--- src/rtl/fft_frame_scheduler_if.sv ---
// Streaming handshake and status bundle between the upstream source, the
// frame scheduler and the first FFT stage.
interface fft_frame_scheduler_if;
    logic               s_valid;
    logic               s_ready;
    logic               s_last;
    logic signed [31:0] s_real;
    logic signed [31:0] s_img;
    logic               st_start;
    logic               st_end;
    logic signed [31:0] st_real;
    logic signed [31:0] st_img;
    logic               pipe_last;
    logic        [2:0]  inflight;
    logic        [15:0] frame_cnt;
    logic               underrun;
    logic               len_err;
    logic               cnt_err;

    modport master (
        input  s_valid, s_last, s_real, s_img, pipe_last,
        output s_ready, st_start, st_end, st_real, st_img,
               inflight, frame_cnt, underrun, len_err, cnt_err
    );

    modport slave (
        output s_valid, s_last, s_real, s_img, pipe_last,
        input  s_ready, st_start, st_end, st_real, st_img,
               inflight, frame_cnt, underrun, len_err, cnt_err
    );
endinterface

--- src/rtl/fft_frame_scheduler.sv ---
// Cuts an upstream sample stream into fixed N-sample frames for FFT stage 0,
// enforces the inter-frame gap and tracks frames in flight.
module fft_frame_scheduler #(
    parameter int LOG2N        = 5,
    parameter int GAP          = 2,
    parameter int MAX_INFLIGHT = 2
) (
    input logic              clk,
    input logic              rst,
    fft_frame_scheduler_if.master bus
);
    localparam int                DATA_W = 32;
    localparam logic [LOG2N-1:0]  K_LAST = '1;
    localparam logic [3:0]        GAP_M1 = 4'(GAP - 1);
    localparam logic [2:0]        MAX_IF = 3'(MAX_INFLIGHT);

    typedef enum logic [1:0] {IDLE, STREAM, GAPWAIT} state_t;

    state_t                    state;
    logic [LOG2N-1:0]          k;
    logic [3:0]                gcnt;
    logic [2:0]                inflight;
    logic [15:0]               frame_cnt;
    logic                      underrun_r;
    logic                      len_err_r;
    logic                      cnt_err_r;
    logic                      start_p1;
    logic                      end_p1;
    logic signed [DATA_W-1:0]  real_p1;
    logic signed [DATA_W-1:0]  img_p1;

    logic                      ready;
    logic                      accept;
    logic                      dec;
    logic                      at_last;
    logic                      sample_vld;
    logic [LOG2N-1:0]          k_in;

    function automatic logic signed [DATA_W-1:0] gate_sample(
        input logic                     keep,
        input logic signed [DATA_W-1:0] x
    );
        return keep ? x : '0;
    endfunction

    // k tracks the index of the sample currently on st_*; k_in is the beat arriving now.
    assign k_in       = k + LOG2N'(1);
    assign ready      = !rst && (state == STREAM || (state == IDLE && inflight < MAX_IF));
    assign accept     = (state == IDLE) && bus.s_valid && ready;
    assign at_last    = (state == STREAM) && (k_in == K_LAST);
    assign sample_vld = (accept || state == STREAM) && bus.s_valid;
    assign dec        = bus.pipe_last && (inflight != 3'd0);

    always_ff @(posedge clk) begin
        if (rst) begin
            state      <= IDLE;
            k          <= '0;
            gcnt       <= '0;
            inflight   <= '0;
            frame_cnt  <= '0;
            underrun_r <= 1'b0;
            len_err_r  <= 1'b0;
            cnt_err_r  <= 1'b0;
            start_p1   <= 1'b0;
            end_p1     <= 1'b0;
            real_p1    <= '0;
            img_p1     <= '0;
        end else begin
            // stage-0 output register
            start_p1 <= accept;
            end_p1   <= at_last;
            real_p1  <= gate_sample(sample_vld, bus.s_real);
            img_p1   <= gate_sample(sample_vld, bus.s_img);

            unique case (state)
                IDLE: begin
                    if (accept) begin
                        k     <= '0;
                        state <= STREAM;
                    end
                end
                STREAM: begin
                    k <= k_in;
                    if (!bus.s_valid)
                        underrun_r <= 1'b1;
                    if ((bus.s_last && k_in != K_LAST) ||
                        (!bus.s_last && bus.s_valid && k_in == K_LAST))
                        len_err_r <= 1'b1;
                    if (at_last) begin
                        state <= GAPWAIT;
                        gcnt  <= GAP_M1;
                    end
                end
                GAPWAIT: begin
                    if (gcnt == 4'd0)
                        state <= IDLE;
                    else
                        gcnt <= gcnt - 4'd1;
                end
                default: state <= IDLE;
            endcase

            // A start and a retiring frame in the same cycle cancel out.
            unique case ({accept, dec})
                2'b10:   inflight <= inflight + 3'd1;
                2'b01:   inflight <= inflight - 3'd1;
                default: ;
            endcase

            if (dec)
                frame_cnt <= frame_cnt + 16'd1;
            if (bus.pipe_last && inflight == 3'd0)
                cnt_err_r <= 1'b1;
        end
    end

    assign bus.s_ready   = ready;
    assign bus.st_start  = start_p1;
    assign bus.st_end    = end_p1;
    assign bus.st_real   = real_p1;
    assign bus.st_img    = img_p1;
    assign bus.inflight  = inflight;
    assign bus.frame_cnt = frame_cnt;
    assign bus.underrun  = underrun_r;
    assign bus.len_err   = len_err_r;
    assign bus.cnt_err   = cnt_err_r;
endmodule
--- src/flat_wrapper.sv ---
// flat-port wrapper written by rule: the top's interface ports become plain ports
module fft_frame_scheduler_flat 
#(
    parameter int LOG2N        = 5,
    parameter int GAP          = 2,
    parameter int MAX_INFLIGHT = 2
)
  (clk, rst, bus_s_valid, bus_s_last, bus_s_real, bus_s_img, bus_pipe_last, bus_s_ready, bus_st_start, bus_st_end, bus_st_real, bus_st_img, bus_inflight, bus_frame_cnt, bus_underrun, bus_len_err, bus_cnt_err);
  fft_frame_scheduler_if bus_i ();
  input logic clk;
  input logic rst;
  input wire logic [$bits(bus_i.s_valid)-1:0] bus_s_valid;
  input wire logic [$bits(bus_i.s_last)-1:0] bus_s_last;
  input wire logic [$bits(bus_i.s_real)-1:0] bus_s_real;
  input wire logic [$bits(bus_i.s_img)-1:0] bus_s_img;
  input wire logic [$bits(bus_i.pipe_last)-1:0] bus_pipe_last;
  output wire logic [$bits(bus_i.s_ready)-1:0] bus_s_ready;
  output wire logic [$bits(bus_i.st_start)-1:0] bus_st_start;
  output wire logic [$bits(bus_i.st_end)-1:0] bus_st_end;
  output wire logic [$bits(bus_i.st_real)-1:0] bus_st_real;
  output wire logic [$bits(bus_i.st_img)-1:0] bus_st_img;
  output wire logic [$bits(bus_i.inflight)-1:0] bus_inflight;
  output wire logic [$bits(bus_i.frame_cnt)-1:0] bus_frame_cnt;
  output wire logic [$bits(bus_i.underrun)-1:0] bus_underrun;
  output wire logic [$bits(bus_i.len_err)-1:0] bus_len_err;
  output wire logic [$bits(bus_i.cnt_err)-1:0] bus_cnt_err;
  assign bus_i.s_valid = bus_s_valid;
  assign bus_i.s_last = bus_s_last;
  assign bus_i.s_real = bus_s_real;
  assign bus_i.s_img = bus_s_img;
  assign bus_i.pipe_last = bus_pipe_last;
  assign bus_s_ready = bus_i.s_ready;
  assign bus_st_start = bus_i.st_start;
  assign bus_st_end = bus_i.st_end;
  assign bus_st_real = bus_i.st_real;
  assign bus_st_img = bus_i.st_img;
  assign bus_inflight = bus_i.inflight;
  assign bus_frame_cnt = bus_i.frame_cnt;
  assign bus_underrun = bus_i.underrun;
  assign bus_len_err = bus_i.len_err;
  assign bus_cnt_err = bus_i.cnt_err;
  fft_frame_scheduler #(.LOG2N(LOG2N), .GAP(GAP), .MAX_INFLIGHT(MAX_INFLIGHT)) u_core (.clk(clk), .rst(rst), .bus(bus_i));
endmodule
--- config.mk ---
export PLATFORM = sky130hd
export DESIGN_NAME = fft_frame_scheduler_flat
export DESIGN_NICKNAME = d
export VERILOG_FILES = /design/src/rtl/fft_frame_scheduler_if.sv /design/src/rtl/fft_frame_scheduler.sv /design/src/flat_wrapper.sv
export SDC_FILE = /design/constraint.sdc
export NUM_CORES = 1
export LEC_CHECK = 0
export BUFFER_PORTS_ARGS = -buffer_cell sky130_fd_sc_hd__buf_2
export CAP_MARGIN = 20
export CORE_MARGIN = 2
export CORE_UTILIZATION = 50
export CTS_CLUSTER_SIZE = 25
export DETAILED_ROUTE_END_ITERATION = 10
export PLACE_DENSITY = 0.84
export SETUP_SLACK_MARGIN = 0.15
export SLEW_MARGIN = 20
export SYNTH_ARGS = -nofsm -noshare
export SYNTH_HDL_FRONTEND = slang
export SYNTH_SLANG_ARGS = --single-unit
--- constraint.sdc ---
create_clock -name clk -period 7.7 [get_ports clk]
set_input_delay 1.155 -clock clk [delete_from_list [all_inputs] [get_ports clk]]
set_output_delay 1.155 -clock clk [all_outputs]
set_load 0.01 [all_outputs]
* Yosys cells after proc, flatten, opt, wreduce, memory -nomap -nowiden
Cells that the tools add are included.
** Word-level totals
- Register bits :: 99
- Bits of input ports :: 69
- Output and inout bits :: 89
- Word-level logic and storage cells :: 69
** Cells by class
- $add $sub $neg :: 5
- $lt $le $gt $ge :: 1
- Equal/unequal tests :: 10
- Multiplexer cells :: 10
- Bitwise operators :: 2
- Reduce and logical (&&, ||, !) cells :: 29
** Operators by type and width (count)
- $add A16 B1 Y16 const B :: 1
- $logic_and A1 B1 Y1 :: 11
- $pmux W5 S2 :: 1
- $mux W4 :: 2
- $pmux W4 S2 :: 1
- $mux W2 :: 3
- $ne A2 B1 Y1 const B :: 3
- $pmux W2 S3 :: 1
- $pmux W3 S2 :: 1
- $reduce_and A2 Y1 :: 3
- $reduce_and A3 Y1 :: 2
- $reduce_bool A2 Y1 :: 3
- $add A5 B1 Y5 const B :: 1
- $eq A5 B5 Y1 const B :: 1
- $mux W5 :: 1
- $ne A5 B5 Y1 const B :: 1
- $eq A2 B1 Y1 const B :: 2
- $eq A2 B2 Y1 const B :: 2
- $logic_not A4 Y1 :: 1
- $sub A4 B1 Y4 const B :: 1
- $add A3 B1 Y3 const B :: 1
- $logic_not A3 Y1 :: 1
- $logic_or A1 B1 Y1 :: 3
- $lt A3 B2 Y1 const B :: 1
- other kinds (7) :: 9

* Depth between registers and ports, before layout
- Depth in word-level cells :: 9
- Mapped depth :: 14

* Least setup slack after synthesis
No wires, ideal clock.
- Path kind :: in2out
- Start :: input port rst
- End :: output port bus_s_ready
- Data arrival time :: 2077 ps
- Data required time :: 6545 ps
- Slack :: 4468 ps
- Stages on the path :: 4
- Buffers on the path :: 3
- Path through :: clkbuf_1 clkbuf_1 clkbuf_1 nor2_1
** On the way
- Word-level cells in the longest chain between the ends :: 2
** RTL lines
- start, declared :: line flat_wrapper.sv:11 : input logic rst;
- $logic_not A1 Y1 :: line fft_frame_scheduler.sv:48 : assign ready = !rst && (state == STREAM || (state == IDLE && inflight < MAX_IF));
- $logic_and A1 B1 Y1 :: line fft_frame_scheduler.sv:48
- end, declared :: line flat_wrapper.sv:17 : output wire logic [$bits(bus_i.s_ready)-1:0] bus_s_ready;
Every way passes these cells.

* Worst setup path in the final report
- Start :: input port rst
- End :: register u_core.inflight[2] (netlist: u_core.bus.inflight[2])
** On the way
- Word-level cells in the longest chain between the ends :: 5
- Elaborated cells between the ends (all ways) :: 7
- Those cells by class :: eq/ne (2); mux (1); reduce/logical (4)
** RTL lines
- $logic_not A1 Y1 :: line fft_frame_scheduler.sv:48
- $logic_and A1 B1 Y1 :: line fft_frame_scheduler.sv:48
- $logic_and A1 B1 Y1 :: line fft_frame_scheduler.sv:49 : assign accept = (state == IDLE) && bus.s_valid && ready;
- $eq A2 B1 Y1 / $eq A2 B2 Y1 (equally long branches) :: line fft_frame_scheduler.sv:104 : unique case ({accept, dec})
- $pmux W3 S2 / $reduce_bool A2 Y1 (equally long branches)
- end signal, assigned :: line fft_frame_scheduler.sv:105 : 2'b10: inflight <= inflight + 3'd1;
- end signal, assigned :: line fft_frame_scheduler.sv:106 : 2'b01: inflight <= inflight - 3'd1;
- end, declared :: line fft_frame_scheduler.sv:22 : logic [2:0] inflight;
Parallel ways exist; a longest one is shown, timed or not.
A chain may end at the register's enable or synchronous reset.

==> qor.yml <==
drc: 0
cts_tree: "yes"
synth-main-ff-cell: "dfxtp_1"
arrival_ps: 3660
utilization_pct: 67.3
clkSlewWorstSetupHoldPaths_ps: 100
critPathLaunchType: "primary input"
synthDistinctLibCells: 50
muxShareOfSynthArea_pct: 2.40
min_path_type: "reg -> reg"
antenna_found_initial: 0
syn_area_per_cell_um2: 10.1
grt_usage_pct: 20.5
path_cells: "buf_2 > nand2b_1 > nor2_4 > nand2_1 > ha_1 > inv_1 > fa_1 > xor2_1 > or3_2 > a21oi_1"
cts_buffer_depth: 2
drive_gt1_share_pct: 35.8
synth_compound_area_share_pct: 9.18
synth-simple-area-share_pct: 23.3
final_nets: 585
status: "completed"
cts-root-buf: "clkbuf_8"
ir_drop_mv: 0.186
cts_resized: 0
cts_hold_buf: 0
syn_inst: 352
post-place-ws_ps: 3690
antenna_cells: 0
setup_slack_ps: 4320
die_y_um: 88.2
synth_top_family_by_area: "simple AND/OR/NAND/NOR gates"
slew_headroom_pct: 57.7
max_freq_ghz: 0.296
initial_core_util_pct: 51.9
fin_worst_skew_ps: 9.94
finalMaxSlewViolations: 0
power_density_nw_per_um2: 276
finalHoldViolations: 0
ant_nets: 0
routed_via_density: 4.85
timing.critical_path.from: "rst"
htree_num_levels: 3
ys_seq_area_share_pct: 55.9
r2r-start: "u_core.state[0]"
cts_made_buffers: 9
synth.cell_area_um2: 3540
synth_warnings: 0
num_vias: 2943
yosys.area.top_type: "dfxtp_1"
r2r_slack_ps: 4740
syn_to_final_growth_pct: 29.8
yosys-top-cells-area: "dfxtp_1, and2_1, ha_1"
cp_num_buf_inv: 2
tightest_slew_ps: 634
grt_start_max_net_pins: 67
cpPeakStageDelay_ps: 500
place_congestion: 0.881
first_pass_iters: 4
syn_nets: 431
rr_worst_depth: 12
ioPinCount: 158
dpl.hpwl_um: 6020
core_um2: 6830
grt.overflow.total: 0
port_buffers: 157
grt_pass1_wl_um: 12300
async_flop_share_pct: 0
p_leak_nw: 2.19
grt_pass1_vias: 2785
yosys.area_share.adder_pct: 3.74
ys_ff_latch: 99
slowest_stage: "buf_2"
post_cts_buffers: 0
core.rowCount: 30
synth-edff-count: 0
cts.sinks: 99
wl_um: 7970
crit_fanout: 37
synth_top_area_share_pct: 55.9
timing.rr.end: "u_core.bus.inflight[2]"
fin_crit_sh_pct: 43.9
finalSetupTns_ps: 0
clk_latency_ps: 360
synth_xor_area_share_pct: 2.22
die_w_um: 88.2
rsz0062_at_grt: "false"
setup_viol: 0
critical_path_class: "in -> reg"
required_ps: 7990
dieArea_um2: 7780
min_period_ps: 3380
end_kind: "register"
wl_per_cell_um: 13.1
cpLargestDelayFamily: "simple AND/OR/NAND/NOR gates"
drt_iter0_drc: 129
drv_cap: 0
cp.depth: 10
crit_end: "u_core.bus.inflight[2]"
## logic make-up (layout without fill, tap and decap cells)
group,after synthesis,count (layout)
multiplexers,8,8
flip-flops,99,99
XOR/XNOR,9,9
AND/OR/NAND/NOR,149,149
adder cells (fa/ha/maj),10,10
buffers and inverters,30,189
AO/OA/AOI/OAI,47,47
## how the worst min path moves through the flow
| stage | cells past startpoint | end | slack [ps] | startpoint |
|---|---|---|---|---|
| 6_report | 2 | u_core.bus.underrun | 480 | u_core.bus.underrun |
| 5_1_grt | 2 | u_core.gcnt[1] | 520 | u_core.gcnt[1] |
| 4_1_cts | 2 | u_core.gcnt[1] | 480 | u_core.gcnt[1] |
| 3_5_place_dp | 2 | u_core.bus.underrun | 460 | u_core.bus.underrun |
| 3_3_place_gp | 2 | u_core.bus.underrun | 450 | u_core.bus.underrun |
| 2_1_floorplan | 2 | u_core.gcnt[1] | 440 | u_core.gcnt[1] |
## Yosys cell counts (4+ instances only)
cell and instances:
dfxtp_1 99, nand3_1 7, o21ai_0 13, xnor2_1 5
inv_1 14, mux2_2 4, clkbuf_1 13, a21oi_1 12
nor2_1 26, ha_1 9, and2_1 65, mux2i_1 4
xor2_1 4, nor3_1 8, nand2_1 18
## power breakdown
part	internal [mW]	total (mW)	switching, mW	leakage, nW
Clock	0.124	0.309	0.184	0.0909
Sequential	0.579	0.612	0.0336	0.807
Combinational	0.150	0.347	0.197	1.30
Total	0.853	1.27	0.414	2.19
## worst reg2reg max path, cell delays in order (launching register included)
cell     delay (ps)
dfxtp_1         340
inv_1           100
ha_1            330
nor3b_1         270
nor2_1          120
nor2_4          490
nand2_1         120
ha_1            220
inv_1            70
fa_1            180
xor2_1           80
or3_2           410
a21oi_1         140
## state kept, by name, indices dropped and copies added (netlist names), 2 cells and up
signal / cells
u_core.bus.frame_cnt: 16
u_core.bus.inflight: 3
u_core.bus.st_img: 32
u_core.bus.st_real: 32
u_core.gcnt: 4
u_core.k: 5
u_core.state: 2
## routing by layer
| metal | GRT usage, % | vias to the layer above | routed length (um) |
|---|---|---|---|
| li1 | - | 1475 | - |
| met1 | 22.3 | 1341 | 3030 |
| met2 | 36.1 | 113 | 4100 |
| met3 | 8.67 | 14 | 721 |
| met4 | 6.47 | 0 | 120 |
| met5 | 0 | - | 0 |
## stage by stage
| stage | area (um2) | std cells | power (mW) | hold slack [ps] |
|---|---|---|---|---|
| 2_1_floorplan | 3540 | 352 | 0.843 | 444 |
| 3_3_place_gp | 4400 | 590 | 0.952 | 448 |
| 3_5_place_dp | 4400 | 590 | 0.968 | 461 |
| 4_1_cts | 4580 | 606 | 1.28 | 484 |
| 5_1_grt | 4600 | 607 | 1.35 | 520 |
| 6_report | 4600 | 607 | 1.27 | 476 |
## cell usage in the layout (no fill, tap or decap), types with 2 or more instances in the layout
master     count
a211oi_1       3
a21oi_1       12
and2_1        65
and3_1         2
buf_2        157
clkbuf_8       9
clkinv_4       2
dfxtp_1       99
ha_1           9
inv_1         14
inv_8          2
mux2_2         4
mux2i_1        4
nand2_1       18
nand3_1        7
nand3b_1       3
nand4_1        2
nor2_1        25
nor2b_1        3
nor3_1         8
nor3b_1        2
o2111ai_1      2
o21ai_0       13
or3_1          3
or3_2          3
or4_1          3
xnor2_1        5
xor2_1         4
## final cells by class
type                       count  area, um2
tap                           96        120
timing repair buffer         158        801
fill                         565       2230
clock inverter                 6       56.3
inverter                      15       56.3
clock buffer                  10        128
sequential                    99       1980
multi-input combinational    223       1460
(Power assumes the default switching activity.)
